`src/rtl/cdb_result_buffer_if.sv`:
```
// Handshake bundle between a functional unit, its CDB result buffer and the CDB arbiter.
// The slave modport is the buffer's view; master is the producer/arbiter side.
interface cdb_result_buffer_if #(
    parameter int XLEN      = 32,
    parameter int TAG_WIDTH = 5
);
    logic                 in_valid;
    logic                 in_ready;
    logic [XLEN-1:0]      in_value;
    logic [TAG_WIDTH-1:0] in_tag;
    logic                 request;
    logic                 grant;
    logic [XLEN-1:0]      cdb_value;
    logic [TAG_WIDTH-1:0] cdb_tag;

    modport master (
        output in_valid, in_value, in_tag, grant,
        input  in_ready, request, cdb_value, cdb_tag
    );

    modport slave (
        input  in_valid, in_value, in_tag, grant,
        output in_ready, request, cdb_value, cdb_tag
    );
endinterface

```
`src/rtl/cdb_result_buffer.sv`:
```
// Circular FIFO holding functional-unit results until the CDB arbiter grants a broadcast slot.
// Head entry is presented combinationally; entries only become visible the cycle after they are written.
module cdb_result_buffer #(
    parameter int XLEN      = 32,
    parameter int TAG_WIDTH = 5,
    parameter int DEPTH     = 4
) (
    input  logic                       clk,
    input  logic                       reset,
    input  logic                       flush,
    cdb_result_buffer_if.slave         bus,
    output logic [$clog2(DEPTH+1)-1:0] count
);
    localparam int PTR_W = $clog2(DEPTH);
    localparam int CNT_W = $clog2(DEPTH + 1);

    typedef struct packed {
        logic [XLEN-1:0]      value;
        logic [TAG_WIDTH-1:0] tag;
    } entry_t;

    entry_t             mem [DEPTH];
    logic [PTR_W-1:0]   head;
    logic [PTR_W-1:0]   tail;
    logic [CNT_W-1:0]   count_q;
    logic               push;
    logic               pop;

    // Both handshake outputs depend on occupancy only, so grant never reaches in_ready.
    assign bus.request  = (count_q != '0);
    assign bus.in_ready = (count_q < CNT_W'(DEPTH));
    assign count        = count_q;

    assign push = bus.in_valid && bus.in_ready && !flush;
    assign pop  = bus.grant && bus.request && !flush;

    // NOTE: sequential state uses non-blocking assignments so every register samples pre-edge values.
    always_ff @(posedge clk or posedge reset) begin
        if (reset) begin
            head    <= '0;
            tail    <= '0;
            count_q <= '0;
        end else if (flush) begin
            head    <= '0;
            tail    <= '0;
            count_q <= '0;
        end else begin
            if (push) begin
                tail <= (tail == PTR_W'(DEPTH - 1)) ? '0 : tail + 1'b1;
            end
            if (pop) begin
                head <= (head == PTR_W'(DEPTH - 1)) ? '0 : head + 1'b1;
            end
            unique case ({push, pop})
                2'b10:   count_q <= count_q + 1'b1;
                2'b01:   count_q <= count_q - 1'b1;
                default: count_q <= count_q;
            endcase
        end
    end

    // NOTE: storage has no reset; occupancy is tracked by count_q, so stale contents are never observed.
    always_ff @(posedge clk) begin
        if (push) begin
            mem[tail] <= '{value: bus.in_value, tag: bus.in_tag};
        end
    end

    // NOTE: outputs get a default before the conditional so no latch is inferred.
    always_comb begin
        bus.cdb_value = '0;
        bus.cdb_tag   = '0;
        if (bus.request) begin
            bus.cdb_value = mem[head].value;
            bus.cdb_tag   = mem[head].tag;
        end
    end
endmodule

```
`src/flat_wrapper.sv`:
```
// flat-port wrapper written by rule: the top's interface ports become plain ports
module cdb_result_buffer_flat 
#(
    parameter int XLEN      = 32,
    parameter int TAG_WIDTH = 5,
    parameter int DEPTH     = 4
)
  (clk, reset, flush, count, bus_in_valid, bus_in_value, bus_in_tag, bus_grant, bus_in_ready, bus_request, bus_cdb_value, bus_cdb_tag);
  cdb_result_buffer_if #(.XLEN(XLEN), .TAG_WIDTH(TAG_WIDTH)) bus_i ();
  input  logic clk;
  input  logic reset;
  input  logic flush;
  output logic [$clog2(DEPTH+1)-1:0] count;
  input wire logic [$bits(bus_i.in_valid)-1:0] bus_in_valid;
  input wire logic [$bits(bus_i.in_value)-1:0] bus_in_value;
  input wire logic [$bits(bus_i.in_tag)-1:0] bus_in_tag;
  input wire logic [$bits(bus_i.grant)-1:0] bus_grant;
  output wire logic [$bits(bus_i.in_ready)-1:0] bus_in_ready;
  output wire logic [$bits(bus_i.request)-1:0] bus_request;
  output wire logic [$bits(bus_i.cdb_value)-1:0] bus_cdb_value;
  output wire logic [$bits(bus_i.cdb_tag)-1:0] bus_cdb_tag;
  assign bus_i.in_valid = bus_in_valid;
  assign bus_i.in_value = bus_in_value;
  assign bus_i.in_tag = bus_in_tag;
  assign bus_i.grant = bus_grant;
  assign bus_in_ready = bus_i.in_ready;
  assign bus_request = bus_i.request;
  assign bus_cdb_value = bus_i.cdb_value;
  assign bus_cdb_tag = bus_i.cdb_tag;
  cdb_result_buffer #(.XLEN(XLEN), .TAG_WIDTH(TAG_WIDTH), .DEPTH(DEPTH)) u_core (.clk(clk), .reset(reset), .flush(flush), .bus(bus_i), .count(count));
endmodule
```
`config.mk`:
```
export PLATFORM = sky130hd
export DESIGN_NAME = cdb_result_buffer_flat
export DESIGN_NICKNAME = d
export VERILOG_FILES = /design/src/rtl/cdb_result_buffer_if.sv /design/src/rtl/cdb_result_buffer.sv /design/src/flat_wrapper.sv
export SDC_FILE = /design/constraint.sdc
export NUM_CORES = 1
export LEC_CHECK = 0
export ABC_AREA = 1
export BUFFER_PORTS_ARGS = -buffer_cell sky130_fd_sc_hd__buf_4
export CAP_MARGIN = 20
export CORE_MARGIN = 8
export CORE_UTILIZATION = 57
export DETAILED_ROUTE_END_ITERATION = 6
export GPL_TIMING_DRIVEN = 0
export HOLD_SLACK_MARGIN = 0.06
export MAX_ROUTING_LAYER = met4
export PLACE_DENSITY = 0.79
export SLEW_MARGIN = 20
export SYNTH_ARGS = -nofsm -noshare
export SYNTH_HDL_FRONTEND = slang
export SYNTH_SLANG_ARGS = --single-unit
```
`constraint.sdc`:
```
create_clock -name clk -period 3.3 [get_ports clk]
set_clock_uncertainty 0.1 [all_clocks]
set_input_delay 0 -clock clk [delete_from_list [all_inputs] [get_ports clk]]
set_output_delay 0 -clock clk [all_outputs]
set_load 0.005 [all_outputs]
```
==> flow_summary.yaml <==
status:
  status: "finished clean"
cts:
  postCtsSetupRepairBufs: 0
  cts.sinks: 155
  ctsRootBufferMaster: "clkbuf_8"
  clk_latency_ps: 530
  cts_buffer_depth: 2
  cts_buffers: 17
  clk_pin_slew_ps: 60
  cts_tree: "built"
  htree_num_levels: 4
sta:
  max_freq_mhz: 312
  setup_violations: 0
  holdWs_ps: 118
  tightest_slew_ps: 587
  slew_viol_final: 0
  period_needed_ps: 3200
  fin_crit_sh_pct: 97.0
  report.final.hold_viol_count: 0
  relSlewSlack_pct: 60.7
  rsz0062_at_grt: "no"
hold_path:
  hold_class: "in -> reg"
  min_path_cells: 2
detailed_routing:
  detail_route.wl_per_cell_microns: 18.4
  route.met2.wl_mm: 7.66
  via_per_inst: 5.47
  drt-initial-drc-count: 400
  ant_nets: 0
  drt-pass1-iter-count: 4
  drt-total-wl_mm: 14.8
  top_layer: "met4"
  route.met3.wl_microns: 876
  drc: 0
  vias: 4405
  m1WireLength_mm: 6.04
yosys:
  synth-seq-cells: 155
  yosys.area_share.simple_pct: 11.1
  synthCells: 501
  synth_adder_area_share_pct: 1.13
  synth_top_family_by_area: "simple AND/OR/NAND/NOR gates"
  synth-xor-area-share_pct: 0.142
  ys.warnings.count: 0
  synth.distinct_cells: 21
  synth_seq_area_share_pct: 74.8
  syn_avg_cell_area_sq_um: 12.3
  syn_area_sq_um: 6180
  synth-compound-area-share_pct: 9.60
  syn_nets: 548
  synth_mux_area_share_pct: 0
pwr:
  ir_worst_vdd_v: 0.000511
  leakagePower_uw: 0.00309
  total_power_uw: 6200
  pwr_density_cell_nw_per_um2: 757
worst_setup_path:
  critical_path.top_delay_family: "buffers and inverters"
  crit_path_max_fanout: 5
  crit_chain: "nor2_1 -> nand2_2 -> nand2_1 -> nand2_1 -> nand2_1 -> nor2_1 -> dlygate4sd3_1 -> nand2_1 -> dlygate4sd3_1 -> nand2_1 -> dlygate4sd3_1"
  crit_cells: 11
  endpoint: "u_core.count[1]"
  rrSetupSlack_ps: 100
  worstPathRequired_ps: 3600
  crit_slowest_cell: "dlygate4sd3_1"
  arrival_ps: 3500
  r2r_cells: 11
  max_stage_delay_ps: 590
  rr_endpoint: "u_core.count[1]"
  r2r-start: "u_core.count[0]"
  path_buf_inv: 3
  cp-start-kind: "flip-flop"
  worst_path_most_repeated_cell: "nand2_1"
  crit_start: "u_core.count[0]"
  cp-end-kind: "flip-flop"
  critPathKind: "reg -> reg"
layout:
  n_antenna_cell: 0
  fillCellCount: 652
  syn_to_final_growth_pct: 32.5
  nNetsFinal: 702
  drive_gt1_share_pct: 22.5
grt:
  grt_antenna_before_repair: 0
  grt_overflow: 0
  first_global_vias: 4610
  grt_pass1_wl_mm: 23.5
  grt_usage_pct: 21.8
  grt_max_degree: 23
job:
  drv_cap: 0
placed_design:
  dpl.hpwl_mm: 9.04
  io_buffers: 83
  routabilityCongestion: 0.816
die:
  io-pin-count: 84
  die_y_microns: 120
  fp-row-count: 38
  die_w_microns: 120
  die-area_sq_um: 14400
  start_util_pct: 57.8
  core_sq_um: 10700
[cell type report]
type / count / area (sq um) / area share [%]
buffer: 27 / 144 / 1.76
clock buffer: 18 / 418 / 5.10
clock inverter: 12 / 126 / 1.54
inverter: 16 / 60.1 / 0.733
multi-input combinational: 303 / 1390 / 16.9
sequential: 155 / 4620 / 56.4
tap: 140 / 175 / 2.14
timing repair buffer: 135 / 1260 / 15.4
[synthesized netlist by cell type]
cell type | number | share of area, %
a21oi_1 | 39 | 3.2
a21oi_2 | 1 | 0.14
a22o_1 | 1 | 0.14
buf_1 | 3 | 0.18
buf_2 | 12 | 0.97
buf_4 | 6 | 0.73
clkbuf_1 | 2 | 0.12
clkbuf_2 | 4 | 0.32
dfrtp_1 | 7 | 2.8
edfxtp_1 | 148 | 72
fa_1 | 1 | 0.32
ha_1 | 4 | 0.81
inv_1 | 13 | 0.79
inv_2 | 3 | 0.18
nand2_1 | 18 | 1.1
nand2_2 | 1 | 0.10
nand3_1 | 4 | 0.32
nor2_1 | 157 | 9.5
o21ai_0 | 27 | 2.2
o21ai_1 | 49 | 4.0
xnor2_1 | 1 | 0.14
[power by group]
part	switching (uW)	leakage (uW)	internal, uW
Clock	738	0.000256	1060
Sequential	65.5	0.00144	2320
Combinational	1140	0.00139	865
[kinds of logic after synthesis]
group	count (synthesis)
and+or+nand+nor	180
AOI/OAI and AO/OA	117
adders and majority gates	5
xor gates and xnor gates	1
DFF	155
buffers and inverters	43
[cell usage in the layout, fill, tap and decap left out, types with 6 or more instances in the layout]
cell type	instances
dlygate4sd3_1	45
buf_16	6
buf_4	89
inv_1	13
a21oi_1	39
dfrtp_1	7
buf_2	12
nand2_1	18
clkbuf_16	16
nor2_1	152
o21ai_0	27
edfxtp_1	148
o21ai_1	49
[worst min path at each step]
| stage | start | end | slack, ps |
|---|---|---|---|
| after floorplan | reset | u_core.count[0] | -300 |
| after global placement | reset | u_core.count[1] | -140 |
| after detailed placement | reset | u_core.count[2] | -140 |
| after CTS | bus_in_value[25] | u_core.mem[2][30] | 90 |
| after global routing | bus_in_value[9] | u_core.mem[2][14] | 110 |
| final | bus_in_value[9] | u_core.mem[2][14] | 120 |
[registers in the layout, indices dropped and copies added, names as in the netlist]
name	flops
u_core.head	2
u_core.count	3
u_core.tail	2
u_core.mem	148
[worst reg2reg max path, delay by kind of cell (launching register included)]
family	cells	cell delay, ps
buffers and inverters	3	1700
and+or+nand+nor	8	820
DFF	1	450
[per-stage QoR]
step / utilization (%) / setup TNS (ps) / setup slack, ps / cells / instance area [sq um]
floorplan: - / 0 / 382 / 501 / 6180
global placement: 65.2 / -123770 / -896 / 724 / 6980
detailed placement: 67.2 / 0 / 1080 / 731 / 7190
CTS: 76.5 / 0 / 220 / 806 / 8190
global route: 76.5 / 0 / 31.2 / 806 / 8190
finish: 76.5 / 0 / 99.0 / 806 / 8190
[routing by layer]
layer	GRT usage, %	up-vias
met2	36.0	170
met1	25.6	2149
met5	-	-
met3	5.59	26
li1	-	2060
met4	7.42	0
[timing repair]
item                                    CTS  global route
hold buffers                             45             0
endpoints found under the setup margin    0             1
endpoints found under the hold margin   162             0
resized for setup                         0             1
Power figures use the tool's default switching activity.
